[src/rtl/muldiv_pkg.sv]
// Shared types for the MULT/MULTU/DIV/DIVU sequencer: op codes, FSM states,
// step modes and the iteration-counter width helper.
package muldiv_pkg;

  typedef enum logic [1:0] {
    MD_MULT  = 2'd0,
    MD_MULTU = 2'd1,
    MD_DIV   = 2'd2,
    MD_DIVU  = 2'd3
  } md_op_e;

  typedef enum logic [2:0] {
    IDLE = 3'd0,
    PREP = 3'd1,
    ITER = 3'd2,
    FIX  = 3'd3,
    DONE = 3'd4
  } md_state_e;

  typedef enum logic {
    STEP_MUL = 1'b0,
    STEP_DIV = 1'b1
  } md_step_e;

  localparam int MD_WIDTH = 32;

  function automatic int md_cnt_w(input int width);
    return (width > 1) ? $clog2(width) : 1;
  endfunction

  localparam int MD_CNT_W = md_cnt_w(MD_WIDTH);

  function automatic logic md_is_div(input md_op_e op);
    return (op == MD_DIV) || (op == MD_DIVU);
  endfunction

  function automatic logic md_is_signed(input md_op_e op);
    return (op == MD_MULT) || (op == MD_DIV);
  endfunction

endpackage

[src/rtl/muldiv_if.sv]
// Request/result bundle between the CPU control path (master) and muldiv_seq (slave).
interface muldiv_if #(
  parameter int WIDTH = 32
);
  logic             start;
  logic [1:0]       op;
  logic [WIDTH-1:0] a;
  logic [WIDTH-1:0] b;
  logic             busy;
  logic             done;
  logic             div_by_zero;
  logic [WIDTH-1:0] hi;
  logic [WIDTH-1:0] lo;

  modport master (
    output start, op, a, b,
    input  busy, done, div_by_zero, hi, lo
  );

  modport slave (
    input  start, op, a, b,
    output busy, done, div_by_zero, hi, lo
  );
endinterface

[src/rtl/muldiv_step.sv]
// One combinational iteration: shift-add accumulate for multiply, or
// restoring shift/compare/subtract producing one quotient bit for divide.
module muldiv_step
  import muldiv_pkg::*;
#(
  parameter int WIDTH = 32
) (
  input  md_step_e         mode_i,
  input  logic [WIDTH-1:0] acc_i,
  input  logic [WIDTH-1:0] operand_i,
  input  logic             bit_i,
  output logic [WIDTH:0]   acc_o,
  output logic             qbit_o
);

  logic [WIDTH:0] shifted;
  logic [WIDTH:0] divisor;
  logic [WIDTH:0] addend;

  always_comb begin
    shifted = {acc_i, bit_i};
    divisor = {1'b0, operand_i};
    addend  = bit_i ? divisor : '0;
    acc_o   = {1'b0, acc_i} + addend;
    qbit_o  = 1'b0;
    if (mode_i == STEP_DIV) begin
      // remainder < divisor on entry, so a successful subtract always fits WIDTH bits
      if (shifted >= divisor) begin
        acc_o  = shifted - divisor;
        qbit_o = 1'b1;
      end else begin
        acc_o = shifted;
      end
    end
  end

endmodule

[src/rtl/muldiv_seq.sv]
// Iterative MULT/MULTU/DIV/DIVU unit owning HI/LO. Optional multiply early-out
// is enabled by defining MULDIV_EARLY_OUT_EN.
module muldiv_seq
  import muldiv_pkg::*;
#(
  parameter int WIDTH = MD_WIDTH
) (
  input  logic      clk,
  input  logic      rst_n,
  muldiv_if.slave   md_if
);

  localparam int CNT_W = md_cnt_w(WIDTH);

  md_state_e          state_q, state_d;
  md_op_e             op_q, op_d;
  logic [WIDTH-1:0]   hi_acc_q, hi_acc_d;
  logic [WIDTH-1:0]   lo_acc_q, lo_acc_d;
  logic [WIDTH-1:0]   operand_q, operand_d;
  logic [WIDTH-1:0]   hi_q, hi_d;
  logic [WIDTH-1:0]   lo_q, lo_d;
  logic [CNT_W-1:0]   cnt_q, cnt_d;
  logic               neg_quot_q, neg_quot_d;
  logic               neg_rem_q, neg_rem_d;
  logic               dbz_q, dbz_d;

  logic               is_div;
  logic               signed_op;
  logic               div_zero;
  logic               early_out;
  logic               busy;
  logic               done;
  md_step_e           step_mode;
  logic               step_bit;
  logic [WIDTH:0]     step_acc;
  logic               step_qbit;
  logic [2*WIDTH-1:0] mul_step;
  logic [2*WIDTH-1:0] mul_next;
  logic [2*WIDTH-1:0] mul_prod;

  function automatic logic [WIDTH-1:0] mag(input logic [WIDTH-1:0] v, input logic sgn);
    return (sgn && v[WIDTH-1]) ? -v : v;
  endfunction

  assign is_div    = md_is_div(op_q);
  assign signed_op = md_is_signed(op_q);
  assign div_zero  = is_div && (operand_q == '0);

  assign step_mode = is_div ? STEP_DIV : STEP_MUL;
  assign step_bit  = is_div ? lo_acc_q[WIDTH-1] : lo_acc_q[0];

  muldiv_step #(.WIDTH(WIDTH)) u_step (
    .mode_i    (step_mode),
    .acc_i     (hi_acc_q),
    .operand_i (operand_q),
    .bit_i     (step_bit),
    .acc_o     (step_acc),
    .qbit_o    (step_qbit)
  );

  assign mul_step = {step_acc, lo_acc_q[WIDTH-1:1]};
  assign mul_prod = {hi_acc_q, lo_acc_q};

`ifdef MULDIV_EARLY_OUT_EN
  // lo_acc_q[cnt_q:1] are the multiplier bits still waiting to be consumed
  logic rest_zero;
  always_comb begin
    rest_zero = 1'b1;
    for (int i = 1; i < WIDTH; i++) begin
      if ((i <= int'(cnt_q)) && lo_acc_q[i]) rest_zero = 1'b0;
    end
  end
  assign early_out = !is_div && (cnt_q != '0) && rest_zero;
  assign mul_next  = early_out ? (mul_step >> cnt_q) : mul_step;
`else
  assign early_out = 1'b0;
  assign mul_next  = mul_step;
`endif

  always_ff @(posedge clk or negedge rst_n) begin
    if (!rst_n) state_q <= IDLE;
    else        state_q <= state_d;
  end

  always_comb begin
    state_d = state_q;
    case (state_q)
      IDLE: if (md_if.start) state_d = PREP;
      PREP: state_d = div_zero ? DONE : ITER;
      ITER: if ((cnt_q == '0) || early_out) state_d = FIX;
      FIX:  state_d = DONE;
      DONE: state_d = IDLE;
      default: state_d = IDLE;
    endcase
  end

  always_comb begin
    busy = 1'b0;
    done = 1'b0;
    case (state_q)
      PREP, ITER, FIX: busy = 1'b1;
      DONE:            done = 1'b1;
      default: ;
    endcase
  end

  always_comb begin
    op_d       = op_q;
    hi_acc_d   = hi_acc_q;
    lo_acc_d   = lo_acc_q;
    operand_d  = operand_q;
    hi_d       = hi_q;
    lo_d       = lo_q;
    cnt_d      = cnt_q;
    neg_quot_d = neg_quot_q;
    neg_rem_d  = neg_rem_q;
    dbz_d      = dbz_q;
    case (state_q)
      IDLE: begin
        if (md_if.start) begin
          op_d      = md_op_e'(md_if.op);
          lo_acc_d  = md_if.a;
          operand_d = md_if.b;
          dbz_d     = 1'b0;
        end
      end
      PREP: begin
        hi_acc_d = '0;
        cnt_d    = CNT_W'(WIDTH - 1);
        if (div_zero) begin
          hi_d  = lo_acc_q;
          lo_d  = '1;
          dbz_d = 1'b1;
        end else if (is_div) begin
          lo_acc_d   = mag(lo_acc_q, signed_op);
          operand_d  = mag(operand_q, signed_op);
          neg_quot_d = signed_op && (lo_acc_q[WIDTH-1] ^ operand_q[WIDTH-1]);
          neg_rem_d  = signed_op && lo_acc_q[WIDTH-1];
        end else begin
          // multiplier (b) goes into the low half so it shifts out bit by bit
          lo_acc_d   = mag(operand_q, signed_op);
          operand_d  = mag(lo_acc_q, signed_op);
          neg_quot_d = signed_op && (lo_acc_q[WIDTH-1] ^ operand_q[WIDTH-1]);
          neg_rem_d  = 1'b0;
        end
      end
      ITER: begin
        cnt_d = cnt_q - 1'b1;
        if (is_div) begin
          hi_acc_d = step_acc[WIDTH-1:0];
          lo_acc_d = {lo_acc_q[WIDTH-2:0], step_qbit};
        end else begin
          {hi_acc_d, lo_acc_d} = mul_next;
        end
      end
      FIX: begin
        if (is_div) begin
          lo_d = neg_quot_q ? -lo_acc_q : lo_acc_q;
          hi_d = neg_rem_q ? -hi_acc_q : hi_acc_q;
        end else begin
          {hi_d, lo_d} = neg_quot_q ? -mul_prod : mul_prod;
        end
      end
      default: ;
    endcase
  end

  always_ff @(posedge clk or negedge rst_n) begin
    if (!rst_n) begin
      op_q       <= MD_MULT;
      hi_acc_q   <= '0;
      lo_acc_q   <= '0;
      operand_q  <= '0;
      hi_q       <= '0;
      lo_q       <= '0;
      cnt_q      <= '0;
      neg_quot_q <= 1'b0;
      neg_rem_q  <= 1'b0;
      dbz_q      <= 1'b0;
    end else begin
      op_q       <= op_d;
      hi_acc_q   <= hi_acc_d;
      lo_acc_q   <= lo_acc_d;
      operand_q  <= operand_d;
      hi_q       <= hi_d;
      lo_q       <= lo_d;
      cnt_q      <= cnt_d;
      neg_quot_q <= neg_quot_d;
      neg_rem_q  <= neg_rem_d;
      dbz_q      <= dbz_d;
    end
  end

  assign md_if.busy        = busy;
  assign md_if.done        = done;
  assign md_if.div_by_zero = dbz_q;
  assign md_if.hi          = hi_q;
  assign md_if.lo          = lo_q;

endmodule
[src/flat_wrapper.sv]
// flat-port wrapper written by rule: the top's interface ports become plain ports
module muldiv_seq_flat import muldiv_pkg::*;
#(
  parameter int WIDTH = MD_WIDTH
)
  (clk, rst_n, md_if_start, md_if_op, md_if_a, md_if_b, md_if_busy, md_if_done, md_if_div_by_zero, md_if_hi, md_if_lo);
  muldiv_if #(.WIDTH(WIDTH)) md_if_i ();
  input  logic clk;
  input  logic rst_n;
  input wire logic [$bits(md_if_i.start)-1:0] md_if_start;
  input wire logic [$bits(md_if_i.op)-1:0] md_if_op;
  input wire logic [$bits(md_if_i.a)-1:0] md_if_a;
  input wire logic [$bits(md_if_i.b)-1:0] md_if_b;
  output wire logic [$bits(md_if_i.busy)-1:0] md_if_busy;
  output wire logic [$bits(md_if_i.done)-1:0] md_if_done;
  output wire logic [$bits(md_if_i.div_by_zero)-1:0] md_if_div_by_zero;
  output wire logic [$bits(md_if_i.hi)-1:0] md_if_hi;
  output wire logic [$bits(md_if_i.lo)-1:0] md_if_lo;
  assign md_if_i.start = md_if_start;
  assign md_if_i.op = md_if_op;
  assign md_if_i.a = md_if_a;
  assign md_if_i.b = md_if_b;
  assign md_if_busy = md_if_i.busy;
  assign md_if_done = md_if_i.done;
  assign md_if_div_by_zero = md_if_i.div_by_zero;
  assign md_if_hi = md_if_i.hi;
  assign md_if_lo = md_if_i.lo;
  muldiv_seq #(.WIDTH(WIDTH)) u_core (.clk(clk), .rst_n(rst_n), .md_if(md_if_i));
endmodule
[config.mk]
export PLATFORM = sky130hd
export DESIGN_NAME = muldiv_seq_flat
export DESIGN_NICKNAME = d
export VERILOG_FILES = /design/src/rtl/muldiv_pkg.sv /design/src/rtl/muldiv_if.sv /design/src/rtl/muldiv_step.sv /design/src/rtl/muldiv_seq.sv /design/src/flat_wrapper.sv
export SDC_FILE = /design/constraint.sdc
export NUM_CORES = 1
export LEC_CHECK = 0
export BUFFER_PORTS_ARGS = -buffer_cell sky130_fd_sc_hd__buf_2
export CELL_PAD_IN_SITES_DETAIL_PLACEMENT = 0
export CELL_PAD_IN_SITES_GLOBAL_PLACEMENT = 2
export CORE_UTILIZATION = 37
export CTS_BUF_LIST = sky130_fd_sc_hd__clkbuf_2 sky130_fd_sc_hd__clkbuf_4 sky130_fd_sc_hd__clkbuf_8
export CTS_CLUSTER_DIAMETER = 60
export CTS_CLUSTER_SIZE = 28
export DETAILED_ROUTE_END_ITERATION = 6
export PLACE_DENSITY_LB_ADDON = 0.05
export SYNTH_ARGS = -nofsm -noshare
export SYNTH_HDL_FRONTEND = slang
export SYNTH_SLANG_ARGS = --single-unit
export TNS_END_PERCENT = 50
[constraint.sdc]
create_clock -name clk -period 5.5 [get_ports clk]
set_clock_uncertainty 0.1 [all_clocks]
set_input_delay 0.55 -clock clk [delete_from_list [all_inputs] [get_ports clk]]
set_output_delay 0.55 -clock clk [all_outputs]
set_load 0.03 [all_outputs]
==> summary.md <==
| Metric | Value |
|---|---|
| Run status | `finished, final reports clean` |
| Routed Antenna Nets | `0` |
| Fin crit share | `0.8247` |
| DRT iter0 DRCs | `1376` |
| Maximum clock path buffer count | `2` |
| RePlAce Congestion | `0.9084` |
| Vias per std cell | `6.002` |
| Port Buffers | `135` |
| Synthesis-stage register bit count | `173` |
| Max VDD drop | `0.2697 mV` |
| Syn Nets | `2117` |
| Post-synthesis sequential area ratio | `0.2767` |
| Max_cap viols | `0` |
| Per-cell routed wire length | `25.78 um` |
| Final setup viols | `0` |
| Worst Setup Path Type | `register to register` |
| Setup crit end kind | `register` |
| Worst Path Required | `5.84 ns` |
| Routed via count | `15294` |
| Delay-heaviest family, CP | `compound AO/OA/AOI/OAI gates` |
| Max-slew headroom | `0.1409` |
| CTS buffer count | `17` |
| Clk_lat worst skew | `0.54 ns` |
| GRT Util Overall | `0.3016` |
| Async SR Flop Fraction | `1.000` |
| Worst Tran Pin Value | `1.272 ns` |
| Area Growth Syn to Fin | `8.180%` |
| Commonest non-fill, non-tap cell in the layout | `nand2_1` |
| Initial Util | `0.3789` |
| Hold path depth | `2` |
| Setup Total Neg Slack | `0 ns` |
| Vias in the first global route | `14636` |
| Bufs and invs on worst path | `1` |
| Most used DFF post-synth | `dfrtp_1` |
| Routed wire length | `65690 um` |
| Slowest CP cell | `o311ai_0` |
| Initial antenna violation count | `1` |
| Worst Hold Class | `primary input to register` |
| R2r worst-path depth | `13` |
| Critical path data arrival time | `4.88 ns` |
| CP Launch Type | `register` |
| Sw Pwr | `7.092 mW` |
| Synthesized instance count | `1976` |
| Clk pwr share | `0.081` |
| Largest net degree at the start of global routing | `100` |
| Global-route wire length before repair | `97860 um` |
| Crit-path max FO | `31` |
| Seq pwr share | `0.231` |
| Largest stage delay on the critical path | `1.06 ns` |
| Switching share of power | `0.5742` |
| CTS tree | `done` |
| Comb pwr share | `0.688` |
| Core area | `41290 um2` |
| Die Ht | `207.6 um` |
| Reg clk slew, reported paths | `0.09 ns` |
| Power Density | `729.6 nW/um2` |
| Most common cell type on the critical path | `a21oi_1` |
| Fmax | `0.2205 GHz` |
| Post-synth EDFFs | `0` |
| CTS H-tree lvls | `4` |
| Cell Area, Synth | `15650 um2` |
| CP Depth | `13` |
| Total grt overflow | `0` |
| Core Util, Final | `0.4099` |
| Sink Count | `173` |
| Final Max Tran Viols | `0` |
| Endpoints failing hold | `0` |
| Share of cells above drive strength 1 | `0.1271` |
| Total Die Area | `43120 um2` |
| Root buf cell | `clkbuf_8` |
| Rows | `74` |
| Post-DP HPWL | `49430 um` |
| Crit path time final | `4.536 ns` |
| DRC | `0` |
| Die X | `207.6 um` |
| CP cell instances | `mux2i_4, buf_4, nor2_1, ha_1, a21o_1, a21oi_1, nor2_1, o311ai_0, a21oi_1, o211ai_1, a21oi_1, o21ba_2, o31ai_1` |
| Most frequent cells in the layout | `195 x nand2_1, 179 x o21ai_0, 172 x dfrtp_1, 169 x nor2_1, 161 x a21oi_1` |
| Yosys Warn Count | `0` |
| RSZ-0062 raised after global routing | `no` |
| Drt first pass iters | `6` |
| Synth Area per Inst | `7.919 um2` |
| # IOs | `136` |
| Distinct cell type count after synthesis | `88` |
| Internal power | `5.260 mW` |
| Leak | `7.156 nW` |
| Nets | `2143` |
## area by class of cell
class / count / area (um2)
Fill cell: 4351 / 24370
Clock inverter: 13 / 155.1
Inverter: 62 / 232.7
Sequential cell: 173 / 4333
Antenna cell: 2 / 5.005
Clock buffer: 18 / 247.7
Timing Repair Buffer: 165 / 924.6
Tap cell: 532 / 665.6
Multi-Input combinational cell: 1583 / 10360
## stage by stage
step / hold WS, ns / instance area, um2 / worst slack (ns) / instances / total power [mW]
finish: 0.1490 / 16930 / 0.9641 / 2548 / 12.35
global route: 0.1425 / 16930 / 0.6819 / 2547 / 13.21
CTS: 0.1277 / 16920 / 0.9203 / 2546 / 12.30
detailed placement: 0.3864 / 16510 / 0.9610 / 2514 / 11.26
global placement: 0.3788 / 16510 / 0.9976 / 2514 / 11.25
floorplan: 0.1544 / 15650 / 1.554 / 1976 / 8.641
## cells in the mapped netlist (10+ instances only)
library cell / number / area [um2]
a22oi_1: 15 / 112.6
o21ai_1: 36 / 180.2
a221oi_1: 16 / 140.1
ha_1: 70 / 875.8
nand3_1: 26 / 130.1
buf_2: 46 / 230.2
or3_1: 10 / 62.56
o21ai_0: 179 / 895.9
a222oi_1: 10 / 100.1
a211oi_1: 34 / 255.2
a21o_1: 27 / 202.7
xor2_1: 81 / 709.4
a31oi_1: 16 / 100.1
nand2_1: 195 / 732.0
o211ai_1: 24 / 180.2
nand4_1: 21 / 131.4
inv_1: 62 / 232.7
nor2_1: 170 / 638.1
dfrtp_1: 173 / 4329
o22ai_1: 11 / 68.82
mux2_2: 18 / 202.7
o221ai_1: 11 / 96.34
and3_1: 14 / 87.58
nor3_1: 71 / 355.3
mux2i_1: 79 / 790.8
nor2b_1: 16 / 100.1
xnor2_1: 90 / 788.3
clkbuf_1: 77 / 289.0
nand2b_1: 17 / 106.4
a21oi_1: 161 / 805.8
o31ai_1: 23 / 172.7
buf_1: 17 / 63.81
## flip-flops by register name, indices dropped and copies added, names as in the netlist
register / cells
u_core.cnt_q: 5
u_core.hi_acc_q: 32
u_core.lo_acc_q: 32
u_core.md_if.div_by_zero: 1
u_core.md_if.hi: 32
u_core.md_if.lo: 32
u_core.neg_quot_q: 1
u_core.neg_rem_q: 1
u_core.op_q: 2
u_core.operand_q: 32
u_core.state_q: 3
## timing repair
action,CTS,global route
hold endpoints to repair,43,0
hold buffers,1,0
resized for setup,0,0
setup buffers,0,0
## power groups by stage
stage / clock network (mW) / logic (mW) / registers, mW
floorplan: 0 / 5.96 / 2.68
global placement: 0 / 8.38 / 2.86
detailed placement: 0 / 8.40 / 2.87
CTS: 1.02 / 8.44 / 2.84
global route: 1.06 / 9.22 / 2.93
finish: 0.999 / 8.50 / 2.85
## routing by layer
metal / track usage / vias to the layer above / part of all wire
li1: - / 7186 / -
met1: 0.4231 / 7556 / 0.47
met2: 0.4833 / 472 / 0.46
met3: 0.02678 / 80 / 0.041
met4: 0.1065 / 0 / 0.031
met5: 0 / - / 0
## worst register-to-register path: stages, from the launching register on
cell	delay, ns
dfrtp_1	0.61
mux2i_4	0.25
buf_4	0.39
nor2_1	0.12
ha_1	0.36
a21o_1	0.21
a21oi_1	0.16
nor2_1	0.08
o311ai_0	1.06
a21oi_1	0.25
o211ai_1	0.33
a21oi_1	0.11
o21ba_2	0.22
o31ai_1	0.20
## path summary, 6_finish.rpt
path / slack, ns / startpoint / to
min in group asynchronous: 0.50 / rst_n / u_core.md_if.lo[13]
max in group asynchronous: 3.75 / rst_n / u_core.op_q[0]
min: 0.15 / md_if_op[0] / u_core.op_q[0]
min reg2reg: 0.41 / u_core.cnt_q[3] / u_core.cnt_q[3]
max: 0.96 / u_core.lo_acc_q[31] / u_core.hi_acc_q[30]
max reg2reg: 0.96 / u_core.lo_acc_q[31] / u_core.hi_acc_q[30]
## logic make-up after synthesis
kind of cell	after synthesis	synth area share
flip-flops	173	0.2767
AO/OA/AOI/OAI	643	0.2586
adder cells (fa/ha/maj)	72	0.05853
AND/OR/NAND/NOR	600	0.1834
multiplexers	97	0.06349
XOR/XNOR	171	0.09571
buffers and inverters	220	0.06357
Power figures use the tool's default switching activity.
